===== config.mk =====
export PLATFORM = sky130hd
export DESIGN_NAME = median_window_ctrl
export DESIGN_NICKNAME = d
export VERILOG_FILES = /design/src/rtl/median_window_ctrl.sv
export SDC_FILE = /design/constraint.sdc
export NUM_CORES = 1
export LEC_CHECK = 0
export ABC_CLOCK_PERIOD_IN_PS = 5460
export BUFFER_PORTS_ARGS = -buffer_cell sky130_fd_sc_hd__buf_4
export CAP_MARGIN = 5
export CORE_ASPECT_RATIO = 1.75
export CORE_MARGIN = 1.5
export CORE_UTILIZATION = 40
export DETAILED_ROUTE_END_ITERATION = 8
export HOLD_SLACK_MARGIN = 0.08
export PLACE_DENSITY = 0.52
export SYNTH_ARGS = -nofsm -noshare
export SYNTH_HDL_FRONTEND = slang
export SYNTH_SLANG_ARGS = --single-unit

===== constraint.sdc =====
create_clock -name clk -period 5.46 [get_ports clk]
set_input_delay 1.092 -clock clk [delete_from_list [all_inputs] [get_ports clk]]
set_output_delay 1.092 -clock clk [all_outputs]
set_load 0.02 [all_outputs]

===== src/rtl/median_window_ctrl.sv =====
// -----------------------------------------------------------------------------
// median_window_ctrl
//
// Streaming front end for an external 9-input median sorter. Raster pixels are
// written into two line buffers while a 3x3 window slides across the image.
// The window is presented on w0..w8. The sorter's combinational result comes
// back on median_in and is registered into a valid/ready output stage. Only
// interior pixels are emitted, (IMG_H-2)*(IMG_W-2) per frame, and out_last
// marks the final one.
//
// Optional build macro: MEDIAN_BYPASS_EN
//   Adds a 'bypass' input. When bypass is high, the output stage captures the
//   window centre (w4) instead of median_in. bypass is sampled when the window
//   moves into the output stage.
//
// Ports
//   clk, rst_n           clock (rising edge), asynchronous active-low reset
//   in_pix/in_valid      raster-order input pixel stream
//   in_ready             pixel accepted when in_valid && in_ready
//   w0..w8               window to median9: w0..w2 row r-2, w3..w5 row r-1,
//                        w6..w8 row r, left to right (w4 is the centre)
//   median_in            median9 result, combinational from w0..w8
//   out_pix/out_valid    filtered pixel stream
//   out_ready            sink accepts out_pix
//   out_last             out_pix is the last filtered pixel of the frame
//   busy                 a frame is in progress
//   bypass               (MEDIAN_BYPASS_EN only) pass the centre pixel through
// -----------------------------------------------------------------------------
module median_window_ctrl #(
    parameter int IMG_W = 64,
    parameter int IMG_H = 64
) (
    input  logic       clk,
    input  logic       rst_n,
    input  logic [7:0] in_pix,
    input  logic       in_valid,
    output logic       in_ready,
    output logic [7:0] w0,
    output logic [7:0] w1,
    output logic [7:0] w2,
    output logic [7:0] w3,
    output logic [7:0] w4,
    output logic [7:0] w5,
    output logic [7:0] w6,
    output logic [7:0] w7,
    output logic [7:0] w8,
    input  logic [7:0] median_in,
`ifdef MEDIAN_BYPASS_EN
    input  logic       bypass,
`endif
    output logic [7:0] out_pix,
    output logic       out_valid,
    input  logic       out_ready,
    output logic       out_last,
    output logic       busy
);
    localparam int DATA_W = 8;
    localparam int CW = $clog2(IMG_W);
    localparam int RW = $clog2(IMG_H);
    localparam logic [CW-1:0] COL_LAST = CW'(IMG_W - 1);
    localparam logic [RW-1:0] ROW_LAST = RW'(IMG_H - 1);

    localparam logic [1:0] IDLE  = 2'd0;
    localparam logic [1:0] RUN   = 2'd1;
    localparam logic [1:0] DRAIN = 2'd2;

    logic [1:0]        state;
    logic [CW-1:0]     col;
    logic [RW-1:0]     row;
    logic [DATA_W-1:0] lb0 [IMG_W];   // line r-1
    logic [DATA_W-1:0] lb1 [IMG_W];   // line r-2
    logic [DATA_W-1:0] win_p1 [9];
    logic              vld_p1;
    logic              last_p1;
    logic              s2_free;
    logic              s1_move;
    logic              in_acc;
    logic              out_acc;
    logic              at_end;
    logic [DATA_W-1:0] s2_pix;

    assign s2_free  = !out_valid || out_ready;
    assign s1_move  = vld_p1 && s2_free;
    assign in_ready = (state == IDLE || state == RUN) && (!vld_p1 || s2_free);
    assign in_acc   = in_valid && in_ready;
    assign out_acc  = out_valid && out_ready;
    assign at_end   = (row == ROW_LAST) && (col == COL_LAST);
    assign busy     = (state != IDLE);

    assign w0 = win_p1[0];
    assign w1 = win_p1[1];
    assign w2 = win_p1[2];
    assign w3 = win_p1[3];
    assign w4 = win_p1[4];
    assign w5 = win_p1[5];
    assign w6 = win_p1[6];
    assign w7 = win_p1[7];
    assign w8 = win_p1[8];

`ifdef MEDIAN_BYPASS_EN
    assign s2_pix = bypass ? win_p1[4] : median_in;
`else
    assign s2_pix = median_in;
`endif

    // Raster position and frame state machine
    always_ff @(posedge clk or negedge rst_n) begin
        if (!rst_n) begin
            state <= IDLE;
            col   <= '0;
            row   <= '0;
        end else begin
            if (in_acc) begin
                if (col == COL_LAST) begin
                    col <= '0;
                    row <= (row == ROW_LAST) ? '0 : row + 1'b1;
                end else begin
                    col <= col + 1'b1;
                end
            end
            case (state)
                IDLE:    if (in_acc) state <= RUN;
                RUN:     if (in_acc && at_end) state <= DRAIN;
                DRAIN:   if (out_acc && out_last) state <= IDLE;
                default: state <= IDLE;
            endcase
        end
    end

    // Line buffers: pure storage, contents are irrelevant after reset
    always_ff @(posedge clk) begin
        if (in_acc) begin
            lb1[col] <= lb0[col];
            lb0[col] <= in_pix;
        end
    end

    // ---- S1: window registers ----
    // The window only shifts on an input accept, and an accept with a full
    // window requires the output stage to be free, so a valid window is never
    // overwritten before it has moved on.
    always_ff @(posedge clk or negedge rst_n) begin
        if (!rst_n) begin
            for (int i = 0; i < 9; i++) win_p1[i] <= '0;
            vld_p1  <= 1'b0;
            last_p1 <= 1'b0;
        end else if (in_acc) begin
            win_p1[0] <= win_p1[1];
            win_p1[1] <= win_p1[2];
            win_p1[2] <= lb1[col];
            win_p1[3] <= win_p1[4];
            win_p1[4] <= win_p1[5];
            win_p1[5] <= lb0[col];
            win_p1[6] <= win_p1[7];
            win_p1[7] <= win_p1[8];
            win_p1[8] <= in_pix;
            vld_p1    <= (row >= RW'(2)) && (col >= CW'(2));
            // Bottom-right pixel of the frame puts the centre at (IMG_H-2, IMG_W-2)
            last_p1   <= at_end;
        end else if (s1_move) begin
            vld_p1 <= 1'b0;
        end
    end

    // ---- S2: output register ----
    always_ff @(posedge clk or negedge rst_n) begin
        if (!rst_n) begin
            out_pix   <= '0;
            out_valid <= 1'b0;
            out_last  <= 1'b0;
        end else if (s1_move) begin
            out_pix   <= s2_pix;
            out_valid <= 1'b1;
            out_last  <= last_p1;
        end else if (s2_free) begin
            out_valid <= 1'b0;
            out_last  <= 1'b0;
        end
    end

endmodule


Word-level counts from Yosys, hierarchy flattened. Memory sizes are Yosys's and may differ from the RTL's. A register that Yosys moved wholly into a read port is not among the register bits. Index checks and enable logic that the tools add are counted.

Add/subtract/negate cells: 2. Magnitude comparators: 2. Equality and inequality tests: 7. Mux-type cells: 13. Reduce and logical (&&, ||, !) cells: 20.

Operator list (count): 6-bit by 1-bit adder with 6-bit output, second input constant (2); 6-bit equality test, second input constant (2); 6-bit by 2-bit >= comparator with 1-bit output, second input constant (2); 6-bit 2-to-1 mux (2); 1-bit logical AND (8); 1-bit 2-to-1 mux (7); 2-bit 2-to-1 mux (3); 2-bit one-hot mux with 3 select lines (1); 2-bit nonzero test (3); 2-bit != test, second input constant (2); 1-bit logical NOT (3); 1-bit logical OR (3); 3-bit AND reduction (1); 2-bit by 1-bit equality test with 1-bit output, second input constant (1); 2-bit equality test, second input constant (1); 2-bit logical NOT (1); 2-bit by 1-bit != test with 1-bit output, second input constant (1); 2-bit AND reduction (1).

Flip-flop bits (word level): 90. Memory bits (writable): 1024. Bits of input ports: 20. Word-level logic and storage cells: 62. Memories: 2.

Memories: lb0 (words 64, bits a word 8, read ports 1, clocked after memory_dff 0, wr ports 1, RTL line 70) `logic [DATA_W-1:0] lb0 [IMG_W];`; lb1 (words 64, bits a word 8, read ports 1, clocked after memory_dff 1, wr ports 1, RTL line 71) `logic [DATA_W-1:0] lb1 [IMG_W];`.

Depth between registers and ports, before layout. Gate-level depths: netlist of run 1.

Depth after elaboration: 8. Depth in mapped cells: 10. Mapped depth without buffers: 6.

Least setup slack after synthesis of run 1. Ideal clock, no wire load.

Kind: flip-flop to flip-flop. Start: register col[1]. End: memory lb1[0][6] (data pin). Library setup time: 0.559 ns. Arrival: 3.217 ns. Setup slack: 1.683 ns. Cell stages (with the launch flop): 8. Path through: dfrtp_1 -> buf_6 -> buf_6 -> or2_2 -> nor2_1 -> o2bb2ai_1 -> a21oi_1 -> o2111ai_1.

Word-level cells in the longest chain between the ends: 1.

RTL lines: start: declaration (RTL line 68) `logic [CW-1:0] col;`; start signal: assignment (RTL line 118) `col <= col + 1'b1;`; memory 64 x 8 bit; end: declaration (RTL line 71).

Every way passes these cells.

Worst setup path after layout of run 1.
Start: register col[2]. End: memory lb1[37][2] (data pin).

The elaborated chain is that of the path after synthesis.

==> impl_metrics.json, run 1 <==
{
  "outcome": "finished, final reports clean",
  "nature_of_the_critical_path_startpoint": "flop",
  "detailed_place_hpwl_mm": 93.4,
  "route.vias.total": 26343,
  "yosys_register_bits": 1122,
  "cts_made_buffers": 96,
  "final.setup.tns_ps": 0,
  "drive_above_1_share": 0.196,
  "clock_latency_ps": 710,
  "postSynth.topFlopCell": "edfxtp_1",
  "routed_wl_mm": 148,
  "cts_root_cell": "clkbuf_16",
  "critical_path.n_buffers_inverters": 2,
  "cpMaxStageDelayCell": "dfrtp_4",
  "synth.area.top_cells": "edfxtp_1, dfrtp_1, a22oi_1, mux4_2, nand2_1",
  "place_inst": 4173,
  "synth_edf_count": 1024,
  "fp.dieArea_um2": 111000,
  "setup_violations": 0,
  "place_worst_setup_slack_ps": 588,
  "final_antenna_net_count": 0,
  "finalWorstPathRequiredPeriod_ps": 4990,
  "h-tree-depth": 3,
  "grt_pass1_vias": 26188,
  "drt_first_pass_iters": 6,
  "grt_first_pass_wirelength_mm": 205,
  "vdd.ir_drop.worst_mv": 0.407,
  "cellPowerDensity_nw_per_um2": 590,
  "overflow": 0,
  "post_synth_instance_area_um2": 43700,
  "total_of_warnings_raised_by_yosys": 0,
  "clockBufferDepth": 3,
  "drt_iter0_drc": 3163,
  "biggest_fanout_along_the_worst_timing_path": 54,
  "clkSinkCount": 1122,
  "max_clock_freq_mhz": 200,
  "fin_crit_sh": 0.915,
  "maxCapViolCount": 0,
  "timing_hold_violations_final": 0,
  "final.setup.worst_slack_ps": 466,
  "power.static_leakage_nw": 16.4,
  "slew_violations": 0,
  "portBuffers": 103,
  "finish.utilization": 0.458,
  "post_synthesis_cell_type_with_the_largest_combined_area": "edfxtp_1",
  "syn2layout_area_growth_pct": 13.8,
  "routedWlPerCell_um": 33.9,
  "nNetsFinal": 2837,
  "worstSetupPathType": "reg -> reg",
  "die_width_um": 253,
  "floorplan.die.height_um": 440,
  "crit_path_end_kind": "flop",
  "synth_area_per_cell_um2": 16.6,
  "critPathTopFamily": "compound AO/OA/AOI/OAI gates",
  "grt_max_degree": 112,
  "tightest_slew_ps": 1260,
  "worst-endpoint-required_ps": 5850,
  "post_cts_resize_count": 0,
  "synth.distinct_cells": 73,
  "critical-path-max-stage-delay_ps": 1060,
  "cts_tree": "yes",
  "initial_utilization": 0.403,
  "grt_util_all_layers": 0.265,
  "syn_nets": 2653,
  "normalized_max_slew_margin": 0.153,
  "critPathMostFrequentCell": "buf_4",
  "cts.reportedPaths.clkPinSlew_ps": 70,
  "final_cells": 4354,
  "core_region_area_um2": 109000,
  "synth_top_area_frac": 0.704,
  "post-layout-total-power_mw": 29.3,
  "async_reset_ff_frac": 0.0873,
  "unrepaired_setup_endpoints_after_global_routing": "no",
  "design.portCount": 104,
  "critical_path_arrival_ps": 5380,
  "final_clock_skew_ps": 29.0,
  "setup.reg_to_reg.worst_slack_ps": 470,
  "synthesis.instances": 2629,
  "routabilityCongestion": 0.946,
  "hold_path.class": "reg -> reg",
  "post_cts_hold_buffer_count": 0,
  "rows": 160,
  "vias_per_cell": 6.05,
  "grt_antenna_before_repair": 3,
  "synth-seq-area-share": 0.760,
  "worstPathCellList": "buf_4, mux2i_1, o22ai_1, a211oi_1, o21ai_0, nor4_1, nand2_2, buf_4",
  "post-cts-setup-buffer-count": 0,
  "remaining_drc_errors": 0
}
-- Yosys cell counts, types with 12 or more instances --
cell type	count
buf_4	29
a221oi_1	64
a32oi_1	12
nand3b_1	18
a221o_1	12
a211oi_1	17
a21oi_1	64
nor2_1	127
mux4_2	45
o21ai_0	50
a22oi_1	163
dfrtp_1	98
a31oi_1	14
nand2_1	253
mux2i_1	80
edfxtp_1	1024
o22ai_1	71
mux2_2	84
clkbuf_1	55
buf_2	71
nand3_1	23
a22o_1	30
nor2b_1	14
-- per-layer routing --
metal,vias up,share of wire,global-route usage,routed length (um)
met5,-,0,0,0
met4,0,0.063,0.152,9290
met3,292,0.071,0.0409,10500
met2,1396,0.51,0.458,74600
met1,13766,0.36,0.314,53200
li1,10889,-,-,-
-- per-stage QoR --
stage               instance area, um^2  hold WS [ps]
floorplan                         43700           452
global placement                  46700           461
detailed placement                46700           467
CTS                               49700           477
global route                      49700           501
finish                            49700           480
-- area by class of cell --
type,instances,area (um^2)
well taps,1458,1820
clock inverters,55,380
diodes,2,5.00
clock buffers,124,2580
fillers,9386,58800
inverters,11,41.3
flip-flops and latches,1122,33200
multi-input cells,1319,9610
repair buffers,263,2060
-- worst paths after layout --
kind	start	endpoint	cells past startpoint
max reg2reg	col[2]$_DFFE_PN0N_	lb1[37][2]$_DFFE_PP_	8
min	w6[7]$_DFFE_PN0N_	w6[7]$_DFFE_PN0N_	2
min in group asynchronous	rst_n	w0[1]$_DFFE_PN0N_	1
max	col[2]$_DFFE_PN0N_	lb1[37][2]$_DFFE_PP_	8
max in group asynchronous	rst_n	col[1]$_DFFE_PN0N_	2
min reg2reg	w6[7]$_DFFE_PN0N_	w6[7]$_DFFE_PN0N_	2
-- worst min-delay path, cell delays in order, from the launching register on --
cell     delay, ps
dfrtp_1        340
nand2_1         50
nand2_1         60
-- cell families (layout without fill, tap and decap cells) --
group,count (synthesis),in the layout,share of synthesized area
adder cells (fa/ha/maj),4,4,0.00115
XOR/XNOR,6,6,0.00120
AO/OA/AOI/OAI,591,591,0.0992
other,0,2,0
flip-flops,1122,1122,0.760
AND/OR/NAND/NOR,506,506,0.0517
multiplexers,212,212,0.0641
buffers and inverters,188,453,0.0227
-- power by group --
part           switching [mW]  total, mW  internal (mW)
Sequential              0.522       12.1           11.6
Combinational            7.59       10.5           2.95
Clock                    3.12       6.65           3.54
Total                    11.2       29.3           18.1
-- sequential cells by signal, indices dropped and copies added, names as in the netlist, 8 cells and up --
name / flops
w2: 8
w3: 8
w7: 8
w4: 8
w5: 8
w6: 8
lb1: 512
w1: 8
out_pix: 8
lb0: 512
w8: 8
w0: 8
-- cells in the final DEF, fill, tap and decap left out, types with 23 or more instances in the layout --
master	instances
a221oi_1	64
edfxtp_1	1024
clkbuf_1	24
buf_4	256
a22oi_1	163
dfrtp_1	95
a21oi_1	64
nor2_1	124
o21ai_0	50
nand2_1	249
mux2i_1	80
o22ai_1	71
clkbuf_16	99
mux2_2	84
nand3_1	23
a22o_1	30
mux4_2	45
No activity file was read; power rests on OpenSTA's default activity.
==> run 2: changes to the inputs <==
--- a/config.mk
+++ b/config.mk
@@ -8,7 +8,7 @@
 export ABC_CLOCK_PERIOD_IN_PS = 5460
 export BUFFER_PORTS_ARGS = -buffer_cell sky130_fd_sc_hd__buf_4
 export CAP_MARGIN = 5
-export CORE_ASPECT_RATIO = 1.75
+export CORE_ASPECT_RATIO = 0.9
 export CORE_MARGIN = 1.5
 export CORE_UTILIZATION = 40
 export DETAILED_ROUTE_END_ITERATION = 8
==> run 2 against run 1 <==
  * Cell count grew 0.39%
  * Sequential cell count did not move
  * Global-route usage fell by 0.58 points
  * Highest routed layer is now met5
==> impl_metrics.json, run 2 (synthesized netlist as in run 1, its figures left out) <==
{
  "portBuffers": 103,
  "biggestRegsByFlops": "lb0 x512, lb1 x512",
  "cts_root_cell": "clkbuf_16",
  "power.share.clock": 0.250,
  "slew_violations": 0,
  "layout.cells.most_common": "edfxtp_1",
  "fin_crit_sh": 0.808,
  "grt-busiest-layer": "met2",
  "unrepaired_setup_endpoints_after_global_routing": "no",
  "grt_antenna_before_repair": 4,
  "nature_of_the_critical_path_startpoint": "flop",
  "worst-endpoint-required_ps": 5890,
  "core_region_area_um2": 108000,
  "netSwitchingPower_mw": 11.5,
  "final_antenna_net_count": 0,
  "critical_path_arrival_ps": 4850,
  "nNetsFinal": 2849,
  "routed_wl_mm": 145,
  "post_cts_resize_count": 0,
  "routabilityCongestion": 0.907,
  "vdd.ir_drop.worst_mv": 0.534,
  "internal-power_mw": 19.0,
  "floorplan.die.height_um": 317,
  "final.setup.worst_slack_ps": 1050,
  "power.sequential.fraction": 0.399,
  "post-cts-setup-buffer-count": 0,
  "placement.cell_area_um2": 46700,
  "final_cells": 4371,
  "tightest_slew_ps": 1270,
  "critPathTopFamily": "compound AO/OA/AOI/OAI gates",
  "route.vias.total": 26584,
  "rows": 114,
  "clockBufferDepth": 3,
  "grt_util_all_layers": 0.260,
  "power.static_leakage_nw": 16.8,
  "place_inst": 4159,
  "cts.reportedPaths.clkPinSlew_ps": 60,
  "clock_latency_ps": 700,
  "normalized_max_slew_margin": 0.146,
  "drt_iter0_drc": 3731,
  "clkSinkCount": 1122,
  "routedWlPerCell_um": 33.3,
  "post_cts_hold_buffer_count": 0,
  "insertedDiodeCount": 0,
  "vias_per_cell": 6.08,
  "timing_hold_violations_final": 0,
  "grt_first_pass_wirelength_mm": 202,
  "worstSetupPathType": "reg -> reg",
  "die_width_um": 351,
  "cellPowerDensity_nw_per_um2": 604,
  "detailed_place_hpwl_mm": 89.1,
  "worstPathCellList": "buf_12, mux2i_1, o22ai_1, a211oi_1, o21ai_0, nor4_1, nand2_2, buf_4",
  "setup_violations": 0,
  "maxCapViolCount": 0,
  "critical_path.n_buffers_inverters": 2,
  "critical-path-max-stage-delay_ps": 820,
  "groute.layer.met2.usage": 0.395,
  "design.portCount": 104,
  "final_clock_skew_ps": 25.8,
  "grt_pass1_vias": 25689,
  "post-layout-total-power_mw": 30.4,
  "finalWorstPathRequiredPeriod_ps": 4410,
  "outcome": "finished, final reports clean",
  "biggest_fanout_along_the_worst_timing_path": 89,
  "overflow": 0,
  "cts_tree": "yes",
  "initial_utilization": 0.405,
  "layout.cells.most_common_list": "edfxtp_1, nand2_1, buf_4",
  "remaining_drc_errors": 0,
  "drt_first_pass_iters": 5,
  "power.share.switching": 0.377,
  "final_cell_area_um2": 50400,
  "hold_path.class": "reg -> reg",
  "crit_path_end_kind": "flop",
  "share_comb_of_total_power": 0.352,
  "grt_max_degree": 90,
  "max_clock_freq_mhz": 227,
  "syn2layout_area_growth_pct": 15.3,
  "cpMaxStageDelayCell": "dfrtp_4",
  "gr-usage-met1": 0.373,
  "place_worst_setup_slack_ps": 1180,
  "fp.dieArea_um2": 111000,
  "cts_made_buffers": 113,
  "drive_above_1_share": 0.201,
  "grt_use_met3": 0.0560,
  "h-tree-depth": 3,
  "final.setup.tns_ps": 0
}
## run 2: cell types whose count changed in the layout (fill, tap and decap cells not counted), moves of 3 or more
| cell | delta |
|---|---|
| buf_4 | -10 |
| buf_12 | +4 |
| clkbuf_16 | +17 |
| clkbuf_8 | +6 |
| clkbuf_1 | +7 |
| clkinv_2 | +3 |
| bufinv_16 | +3 |
## run 2: layout make-up
type	instances	area (um^2)
clock buffer	154	3120
clock inverter	57	504
fill	9302	57500
inverter	11	41.3
multi-input combinational	1319	9580
sequential	1122	33200
tap	1450	1810
timing repair buffer	258	2090
## run 2: worst paths after layout
kind,start,endpoint,slack [ps],cells after the start
worst max-delay path,col[2]$_DFFE_PN0N_,lb1[63][0]$_DFFE_PP_,1050,8
worst min-delay path,w0[7]$_DFFE_PN0N_,w0[7]$_DFFE_PN0N_,470,2
worst max register to register,col[2]$_DFFE_PN0N_,lb1[63][0]$_DFFE_PP_,1050,8
worst min register to register,w0[7]$_DFFE_PN0N_,w0[7]$_DFFE_PN0N_,470,2
max in group asynchronous,rst_n,out_pix[1]$_DFFE_PN0P_,3840,2
min in group asynchronous,rst_n,out_pix[5]$_DFFE_PN0P_,540,1
## run 2: power by group through the flow
stage	combinational (mW)	clock, mW	sequential (mW)
finish	10.7	7.60	12.1
global route	11.1	8.01	12.2
CTS	10.5	7.70	12.1
detailed placement	10.5	0	12.3
global placement	10.4	0	12.3
floorplan	5.42	0	12.3
## run 2: metal layers
metal / wire, um / share of wire / up-vias
met5: 26 / 0.00018 / -
met4: 4880 / 0.034 / 4
met3: 13900 / 0.096 / 247
met2: 65500 / 0.45 / 1463
met1: 61100 / 0.42 / 13923
li1: - / - / 10947
## run 2: tightest hold or removal path: stages, from the launching register on
cell	delay (ps)
dfrtp_1	340
nand2_1	50
nand2_1	60
## run 2: through the flow
stage | utilization | hold slack [ps]
floorplan | - | 452
global route | 0.467 | 498
detailed placement | 0.433 | 464
global placement | 0.433 | 462
finish | 0.467 | 475
CTS | 0.467 | 478
